### config.mk
export PLATFORM = sky130hd
export DESIGN_NAME = memory_controller
export DESIGN_NICKNAME = d
export VERILOG_FILES = /design/src/rtl/memory_controller.sv
export SDC_FILE = /design/constraint.sdc
export NUM_CORES = 1
export LEC_CHECK = 0
export CORE_MARGIN = 8
export CORE_UTILIZATION = 35
export CTS_CLUSTER_SIZE = 30
export DETAILED_ROUTE_END_ITERATION = 8
export MAX_ROUTING_LAYER = met4
export PLACE_DENSITY = 0.64
export SETUP_SLACK_MARGIN = 0.05
export SLEW_MARGIN = 40
export SYNTH_ARGS = -nofsm -noshare
export SYNTH_HDL_FRONTEND = slang
export SYNTH_SLANG_ARGS = --single-unit
### constraint.sdc
create_clock -name clock -period 1.99 [get_ports clock]
set_input_delay 0.2985 -clock clock [delete_from_list [all_inputs] [get_ports clock]]
set_output_delay 0.2985 -clock clock [all_outputs]
set_load 0.005 [all_outputs]
### src/rtl/memory_controller.sv
// Bridges the control unit's rd_en/wr_en/busy handshake to a single-port byte-write RAM; lane alignment and read-latency sequencing.
// Read: busy for READ_LATENCY+1 cycles; write: 1 cycle; requests ignored while busy. Optional MEM_CTRL_MISALIGN_CHECK_EN rejects lane overflow.
module memory_controller #(
    parameter int DATA_WIDTH   = 32,
    parameter int ADDR_WIDTH   = 32,
    parameter int READ_LATENCY = 2
) (
    input  logic                                         clock,
    input  logic                                         reset,
    input  logic                                         rd_en,
    input  logic                                         wr_en,
    input  logic [DATA_WIDTH/8-1:0]                      byte_en,
    input  logic [ADDR_WIDTH-1:0]                        addr,
    input  logic [DATA_WIDTH-1:0]                        wr_data,
    output logic [DATA_WIDTH-1:0]                        rd_data,
    output logic                                         busy,
`ifdef MEM_CTRL_MISALIGN_CHECK_EN
    output logic                                         misaligned,
`endif
    output logic                                         ram_en,
    output logic                                         ram_we,
    output logic [DATA_WIDTH/8-1:0]                      ram_byte_we,
    output logic [ADDR_WIDTH-$clog2(DATA_WIDTH/8)-1:0]   ram_addr,
    output logic [DATA_WIDTH-1:0]                        ram_wdata,
    input  logic [DATA_WIDTH-1:0]                        ram_rdata
);
    localparam int BYTE_NUM = DATA_WIDTH / 8;
    localparam int OFFSET   = $clog2(BYTE_NUM);
    localparam int CNT_W    = (READ_LATENCY > 1) ? $clog2(READ_LATENCY) : 1;

    typedef enum logic [1:0] {IDLE, ISSUE, WAIT, RESP} state_e;

    state_e                state_q, state_d;
    logic [CNT_W-1:0]      cnt_q, cnt_d;
    logic [ADDR_WIDTH-1:0] addr_q, addr_d;
    logic [DATA_WIDTH-1:0] wdata_q, wdata_d;
    logic [DATA_WIDTH-1:0] rd_data_q, rd_data_d;
    logic [BYTE_NUM-1:0]   be_q, be_d;
    logic                  we_q, we_d;

    logic [OFFSET-1:0]     off;
    logic [BYTE_NUM-1:0]   lane_mask;
    logic [DATA_WIDTH-1:0] rd_mask;
    logic                  lane_ovf;
    logic                  issue_go;

    assign off = addr_q[OFFSET-1:0];

`ifdef MEM_CTRL_MISALIGN_CHECK_EN
    // Shift into a double-width vector so lanes pushed past the word are visible.
    logic [2*BYTE_NUM-1:0] lane_wide;
    assign lane_wide = {{BYTE_NUM{1'b0}}, be_q} << off;
    assign lane_mask = lane_wide[BYTE_NUM-1:0];
    assign lane_ovf  = |lane_wide[2*BYTE_NUM-1:BYTE_NUM];
`else
    assign lane_mask = be_q << off;
    assign lane_ovf  = 1'b0;
`endif

    always_comb begin
        rd_mask = '0;
        for (int i = 0; i < BYTE_NUM; i++) begin
            rd_mask[8*i +: 8] = {8{be_q[i]}};
        end
    end

    always_comb begin
        state_d   = state_q;
        cnt_d     = cnt_q;
        rd_data_d = rd_data_q;
        addr_d    = addr_q;
        wdata_d   = wdata_q;
        be_d      = be_q;
        we_d      = we_q;
        case (state_q)
            IDLE: begin
                if (wr_en || rd_en) begin
                    addr_d  = addr;
                    wdata_d = wr_data;
                    be_d    = byte_en;
                    we_d    = wr_en;
                    state_d = ISSUE;
                end
            end
            ISSUE: begin
                if (lane_ovf || we_q) begin
                    state_d = RESP;
                end else begin
                    state_d = WAIT;
                    cnt_d   = CNT_W'(READ_LATENCY - 1);
                end
            end
            WAIT: begin
                if (cnt_q == '0) begin
                    rd_data_d = (ram_rdata >> {off, 3'b000}) & rd_mask;
                    state_d   = RESP;
                end else begin
                    cnt_d = cnt_q - 1'b1;
                end
            end
            RESP:    state_d = IDLE;
            default: state_d = IDLE;
        endcase
    end

    always_ff @(posedge clock) begin
        if (!reset) begin
            state_q   <= IDLE;
            cnt_q     <= '0;
            addr_q    <= '0;
            wdata_q   <= '0;
            be_q      <= '0;
            we_q      <= 1'b0;
            rd_data_q <= '0;
        end else begin
            state_q   <= state_d;
            cnt_q     <= cnt_d;
            addr_q    <= addr_d;
            wdata_q   <= wdata_d;
            be_q      <= be_d;
            we_q      <= we_d;
            rd_data_q <= rd_data_d;
        end
    end

    // RAM side is decoded from state and the captured request only.
    assign issue_go    = (state_q == ISSUE) && !lane_ovf;
    assign busy        = (state_q == ISSUE) || (state_q == WAIT);
    assign ram_en      = issue_go;
    assign ram_we      = issue_go && we_q;
    assign ram_byte_we = (issue_go && we_q) ? lane_mask : '0;
    assign ram_addr    = addr_q[ADDR_WIDTH-1:OFFSET];
    assign ram_wdata   = wdata_q << {off, 3'b000};
    assign rd_data     = rd_data_q;
`ifdef MEM_CTRL_MISALIGN_CHECK_EN
    assign misaligned  = (state_q == RESP) && lane_ovf;
`endif

endmodule

# Word-level counts from Yosys, hierarchy flattened
# Index checks and enable logic that the tools add are counted.
[word_totals]
regBits = 104
in_bits = 104
output_inout_bits = 101
word_cells = 36
[op_classes]
n_eq_ne = 6
n_bitwise = 2
n_reduce_logical = 9
n_mux = 8
n_shift = 3
add_sub_neg = 1
[op_table]
columns = ["operator", "n"]
rows = [
  ["AND 32 bit", 1],
  ["left shift 32 x 5 -> 32 bit", 1],
  [">> shifter 32 x 5 -> 32 bit", 1],
  ["case mux 2 bit (4 select lines)", 1],
  ["AND reduction 2 bit", 4],
  ["inequality test 2 bit, second input constant", 3],
  ["== test 2 bit, second input constant", 2],
  ["2-to-1 mux 2 bit", 2],
  ["2-to-1 mux 4 bit", 1],
  ["left shift 4 x 2 -> 4 bit", 1],
  ["2-to-1 mux 1 bit", 3],
  ["== test 2 x 1 -> 1 bit, second input constant", 1],
  ["zero test 2 bit", 1],
  ["logical OR 1 bit", 2],
  ["case mux 1 bit (2 select lines)", 1],
  ["nonzero test 2 bit", 1],
  ["logical AND 1 bit", 1],
  ["inverter 1 bit", 1],
  ["subtractor 1 bit, second input constant", 1],
]

# Longest topological paths before layout
# Gate-level depths: netlist of run 1.
[logic_depth]
depth_word = 3
ltp_mapped = 8

# Worst setup path after synthesis of run 1
# Ideal clock, no wire load.
[synth_timing]
path_kind = "register to register"
startpoint = "register state_q[0]"
endpoint = "register rd_data_q[10] (netlist: rd_data[10])"
path_buffers = 2
stages_incl_launch_ff = 9
required_ps = 1858
setup_ps = 132
synth_period_minus_slack_ps = 1456
slack_ps = 534
t_arrival_ps = 1323
cell_sequence = "dfxtp_1 > inv_1 > ha_1 > nor2b_1 > buf_4 > and2_1 > buf_4 > o211ai_1 > a21oi_1"
[synth_via]
elab_chain_cells = 2
[synth_lines]
columns = ["item", "line_no", "rtl"]
rows = [
  ["from (decl)", "33", "state_e state_q, state_d;"],
  ["from (signal assigned)", "116", "state_q <= state_d;"],
  ["== test 2 bit", "75", "case (state_q)"],
  ["AND reduction 2 bit (no source line)", "-", ""],
  ["to (signal assigned)", "122", "rd_data_q <= rd_data_d;"],
  ["to (decl)", "37", "logic [DATA_WIDTH-1:0] rd_data_q, rd_data_d;"],
]
# No other way between the ends.
# A chain may end at the register's enable or synchronous reset.

# Worst setup path in the final report of run 1
[layout_timing]
startpoint = "register addr_q[0]"
endpoint = "output port ram_wdata[21]"
[layout_via]
elab_chain_cells = 1
[layout_lines]
columns = ["item", "line_no", "rtl"]
rows = [
  ["from (decl)", "35", "logic [ADDR_WIDTH-1:0] addr_q, addr_d;"],
  ["from (signal assigned)", "118", "addr_q <= addr_d;"],
  ["left shift 32 x 5 -> 32 bit", "133", "assign ram_wdata = wdata_q << {off, 3'b000};"],
  ["to (decl)", "24", "output logic [DATA_WIDTH-1:0] ram_wdata,"],
]
# No other way between the ends.

==> flow_summary_export.csv, run 1 <==
group,metric,value,unit
layout,nNetsFinal,905,
sta,maxSlewViolCount,0,
sta,hold_viol_final,0,
die,die_x,136,um
routing,routed_wl,16900,um
power_and_ir_drop,ir_drop,0.000600,V
global_routing,grt_max_degree,59,
sta,holdWs,0.452,ns
sta,rsz0062_at_grt,"yes",
power_and_ir_drop,power_density,1040,nW/um2
critical_path,critPathMaxFanout,14,
synth,synth_area_leaders,"dfxtp_1 (41%), nand2_1 (12%), a21oi_1 (8.6%), buf_4 (5.7%), mux2i_1 (5.4%)",
synth,synthTopCellsByCount,"nand2_1 (164), dfxtp_1 (104), a21oi_1 (87), buf_4 (38)",
synth,syn-num-nets,739,
layout,n_fill_cell,1346,
die,dieArea,18500,um2
flow_run,cap_violations,0,
sta,tns,0,ns
placement,gp_congestion,0.867,
clock_network,cts_tree,"done",
routing,ant_nets,0,
synth,synth_cells,630,
clock_network,root_buffer,"clkbuf_16",
synth,ys_types,34,
clock_network,clk_pin_slew,0.07,ns
layout,multi_input_area,2590,um2
sta,fin_crit,1.92,ns
sta,clock_skew,0.00727,ns
synth,avgSynthCellArea,8.01,um2
critical_path,slowest_delay,0.39,ns
critical_path,critPathLaunchType,"register",
synth,synth.top_cell.area_share,0.413,
global_routing,grt_pass1_wl,25200,um
die,num_io_pins,205,
global_routing,gr-total-overflow,0,
layout,ff_latch_area,2090,um2
placement,pre_cts_ws,0.128,ns
synth,synth-warning-count,0,
global_routing,track_usage,0.179,
critical_path,criticalPathCategory,"reg2out",
layout,drive_gt1_frac,0.127,
clock_network,htreeDepth,3,
clock_network,insertion_delay,0.35,ns
clock_network,cts-buffers-inserted,9,
min_path,holdCritPathClass,"reg2reg",
sta,relSlewSlack,0.742,
synth,ys_ff_latch,104,
critical_path,cp_cell_sequence,"buf_4, clkbuf_16, mux2i_2, o22ai_1, dlygate4sd2_1",
critical_path,crit_buf_inv,3,
synth,synth-main-ff-cell,"dfxtp_1",
synth,synth_edf_count,0,
synth,synth_area,5050,um2
critical_path,worst_path_max_delay_cell,"dfxtp_4",
clock_network,clock_sinks,104,
synth,ys_seq_area_frac,0.413,
critical_path,end_kind,"output port",
sta,max_freq,0.520,GHz
routing,vias_per_cell,4.95,
sta,finalCritPeriodShare,0.967,
synth,yosysMostFrequentCell,"nand2_1",
critical_path,cp.arrival,1.63,ns
status,status,"finished, final reports clean",
routing,drc_errors,0,
critical_path,path_delay_family,"buffers and inverters",
synth,synth.largest_area_cell,"dfxtp_1",
sta,final-setup-viol-count,0,
routing,dr.pass1.iters,4,
die,core,14300,um2
sta,tightest_slew,0.387,ns
die,fp.dieH,136,um
routing,vias,4890,
die,rows,44,
power_and_ir_drop,leakagePower,2.97,nW
clock_network,clockBufferDepth,2,
placement,io_buffers,204,
synth,synthArstFlopShare,0,
global_routing,grt_pass1_vias,4708,
sta,fin_ws,0.0659,ns
global_routing,grt_antenna_before_repair,2,
layout,syn_to_final_growth,50.8,%
routing,wl_per_cell,17.1,um
die,start_util,0.353,
placement,dpl.hpwl,12500,um
critical_path,required,1.69,ns
routing,drtIter0Drc,329,
==> timing repair <==
action | in CTS | in global routing
resized for setup | 41 | 53
buffers inserted | 7 | 8
setup endpoints to repair | 38 | 20
endpoints found under the hold margin | 0 | 0
hold buffers | 0 | 0
pin swaps | 4 | 5
gates cloned | 1 | 1
==> final cells by class <==
class / instances / share of cell area
Tap cell: 184 / 0.0303
Timing Repair Buffer: 235 / 0.310
Multi-Input combinational cell: 434 / 0.340
Antenna cell: 2 / 0.000658
Clock buffer: 13 / 0.0329
Clock inverter: 3 / 0.00559
Inverter: 12 / 0.00608
Sequential cell: 104 / 0.275
==> power by group <==
group / total [mW] / internal [mW] / switching (mW)
sequential: 2.75 / 2.44 / 0.303
clock: 1.76 / 1.01 / 0.752
combinational: 3.42 / 1.71 / 1.71
total: 7.92 / 5.16 / 2.77
==> layer usage <==
layer  wire, um  global-route usage  vias to the layer above  share of wire
met5          0                   -                        -              0
met4        549              0.0836                        0          0.033
met3       1350              0.0613                       30          0.080
li1           -                   -                     2432              -
met1       7090               0.206                     2268           0.42
met2       7890               0.276                      160           0.47
==> sequential cells by signal, summed over array words and instances (netlist names) <==
| name | flops |
|---|---|
| wdata_q | 32 |
| addr_q | 32 |
| we_q | 1 |
| state_q | 2 |
| rd_data | 32 |
| be_q | 4 |
| cnt_q | 1 |
==> metrics by stage <==
stage	power (mW)	std cells	utilization	cell area, um2
2_1_floorplan	4.66	630	-	5050
3_3_place_gp	5.92	952	0.490	7010
3_5_place_dp	5.98	952	0.490	7010
4_1_cts	7.84	976	0.516	7390
5_1_grt	8.44	987	0.532	7610
6_report	7.92	987	0.532	7610
==> cells in the final DEF, fill, tap and decap left out, types with 3 or more instances in the layout <==
cell type          n
mux2i_2            4
dlymetal6s2s_1     9
clkbuf_16         10
clkdlybuf4s15_1    6
a211oi_1           4
mux2i_1           18
a31oi_1            8
nor2b_2            3
o21ai_0            8
a21oi_1           85
and2_1             9
o22ai_1            8
ha_1               3
clkdlybuf4s50_1  167
dfxtp_1          100
clkbuf_2           5
a211oi_2           6
mux2_2            16
or2_0              8
dlygate4sd2_1     17
buf_12             7
nor2b_1            7
o211ai_1           8
nand2_1          163
inv_1              9
mux2i_4            5
a22oi_1           16
buf_4             23
clkbuf_1           3
nor2_1            26
nand4_1            8
==> worst register-to-register path: stages (launching register included) <==
cell,delay [ns]
dfxtp_4,0.39
buf_4,0.12
buf_4,0.10
buf_4,0.35
mux2_2,0.39
o211ai_1,0.24
a21oi_1,0.11
==> kinds of logic after synthesis <==
family                     Yosys count  share of synthesized area
AOI/OAI and AO/OA                  151                      0.175
and+or+nand+nor                    234                      0.200
buffers and inverters               93                      0.111
muxes                               43                     0.0893
DFF                                104                      0.413
adders and majority gates            5                     0.0124
==> path summary, 6_finish.rpt <==
path         slack [ns]  cells after the start            end         from
max reg2reg        0.16                      6    rd_data[10]    addr_q[0]
min                0.45                      2    wdata_q[30]  wdata_q[30]
max                0.07                      5  ram_wdata[21]    addr_q[0]
min reg2reg        0.45                      2    wdata_q[30]  wdata_q[30]
Power figures use the tool's default switching activity.
==> inputs of run 2 (changes only) <==
- GPL_TIMING_DRIVEN: default -> 0
==> flow_summary_export.csv, run 2 (same netlist as run 1, synthesis figures left out) <==
group,metric,value,unit
status,status,"finished, final reports clean",
sta,maxSlewViolCount,0,
clock_network,clockBufferDepth,2,
sta,rsz0062_at_grt,"no",
power_and_ir_drop,power_density,1050,nW/um2
die,fp.dieH,136,um
clock_network,cts_tree,"done",
flow_run,cap_violations,0,
layout,final_util,0.561,
sta,hold_viol_final,0,
min_path,hp-start,"wdata_q[27]",
placement,io_buffers,204,
critical_path,r2r_slack,0.24,ns
routing,drtIter0Drc,265,
clock_network,insertion_delay,0.35,ns
clock_network,hold_buffers,0,
global_routing,grtUsageMet2,0.339,
layout,nNetsFinal,964,
clock_network,cts-buffers-inserted,9,
layout,mostFrequentLayoutCell,"clkdlybuf4s50_1",
die,core,14300,um2
sta,clock_skew,0.00388,ns
power_and_ir_drop,ir_drop,0.000733,V
min_path,hold_depth,2,
layout,syn_to_final_growth,59.1,%
critical_path,worstReg2RegEnd,"rd_data[1]",
sta,max_freq,0.531,GHz
critical_path,ff2ff_path_depth,7,
die,start_util,0.353,
global_routing,grt_antenna_before_repair,0,
min_path,worstHoldEndpoint,"wdata_q[27]",
clock_network,clock_sinks,104,
layout,num_antenna_cells,0,
routing,routed_wl,19200,um
global_routing,use_met3,0.0636,
sta,finalCritPeriodShare,0.947,
routing,drc_errors,0,
min_path,holdCritPathClass,"reg2reg",
clock_network,root_buffer,"clkbuf_16",
critical_path,r2r_start,"state_q[0]",
routing,wl_per_cell,18.5,um
die,die_x,136,um
sta,final-setup-viol-count,0,
global_routing,grt_max_degree,16,
layout,ff_latch_area,2090,um2
global_routing,gr-total-overflow,0,
power_and_ir_drop,leakagePower,3.09,nW
sta,tightest_slew,0.658,ns
sta,relSlewSlack,0.562,
layout,n_fill_cell,1405,
critical_path,cp.arrival,1.59,ns
layout,drive_gt1_frac,0.200,
layout,multi_input_area,2690,um2
critical_path,required,1.69,ns
placement,gp_congestion,0.908,
routing,vias,5211,
global_routing,grt_util_met1,0.240,
routing,ant_nets,0,
critical_path,criticalPathCategory,"reg2out",
global_routing,grt_pass1_vias,5313,
global_routing,busiest_layer,"met2",
die,dieArea,18500,um2
clock_network,htreeDepth,3,
clock_network,clk_pin_slew,0.06,ns
die,num_io_pins,205,
critical_path,critPathMaxFanout,10,
placement,dpl.hpwl,14900,um
critical_path,critPathLaunchType,"register",
global_routing,grt_pass1_wl,28900,um
critical_path,end_kind,"output port",
die,rows,44,
routing,vias_per_cell,5.00,
routing,dr.pass1.iters,5,
power_and_ir_drop,power,8.44,mW
global_routing,track_usage,0.208,
sta,fin_crit,1.88,ns
layout,mostFrequentLayoutCells,"clkdlybuf4s50_1 (166), nand2_1 (163), dfxtp_1 (101), a21oi_1 (81), buf_4 (41)",
run 2: worst max-delay path, cell delays in order, from the launching register on:
cell and delay, ns:
dfxtp_4 0.40, buf_8 0.16, buf_12 0.15, mux2i_1 0.20
o22ai_1 0.09, clkdlybuf4s15_1 0.22
run 2: routing by layer:
layer / up-vias / wire, um / share of wire
met5: - / 0 / 0
met3: 27 / 1590 / 0.083
met2: 201 / 9300 / 0.48
met4: 0 / 453 / 0.024
li1: 2549 / - / -
met1: 2434 / 7910 / 0.41
run 2: how the worst max path moves through the flow:
| stage | to | startpoint | cells after the start | slack [ns] |
|---|---|---|---|---|
| CTS | ram_byte_we[3] | addr_q[0] | 7 | 0.02 |
| global route | ram_wdata[12] | addr_q[0] | 5 | 0.05 |
| detailed placement | ram_wdata[24] | addr_q[1] | 5 | -0.1 |
| finish | ram_wdata[18] | addr_q[0] | 5 | 0.11 |
| global placement | ram_wdata[24] | addr_q[1] | 5 | -0.1 |
| floorplan | rd_data[10] | state_q[0] | 8 | 0.53 |
run 2: cell type report:
cell class                      count  area share
Buffer                             80      0.0750
Clock inverter                      3     0.00530
Tap cell                          184      0.0287
Clock buffer                       11      0.0315
Inverter                           12     0.00561
Timing Repair Buffer              214       0.259
Sequential cell                   104       0.260
Multi-Input combinational cell    434       0.335
run 2: report_power, final:
| part | leakage (nW) | switching [mW] | internal (mW) |
|---|---|---|---|
| Sequential | 0.852 | 0.334 | 2.45 |
| Clock | 0.143 | 0.743 | 1.03 |
| Combinational | 2.10 | 1.94 | 1.95 |
| Total | 3.09 | 3.02 | 5.43 |
run 2: through the flow:
| stage | hold slack, ns | setup slack, ns | area [um2] | std cells | TNS (ns) |
|---|---|---|---|---|---|
| finish | 0.450 | 0.106 | 8030 | 1042 | 0 |
| global route | 0.474 | 0.0450 | 8030 | 1042 | 0 |
| CTS | 0.453 | 0.0166 | 7970 | 1043 | 0 |
| detailed placement | 0.444 | -0.0957 | 7320 | 1018 | -0.769 |
| global placement | 0.442 | -0.0970 | 7320 | 1018 | -0.887 |
| floorplan | 0.421 | 0.535 | 5050 | 630 | 0 |
run 2: repair_timing:
item                       in CTS  in global routing
pin swaps                      13                  8
resized for setup             161                 28
cloned                          2                  0
setup endpoints to repair      38                 26
setup buffers                   9                  0
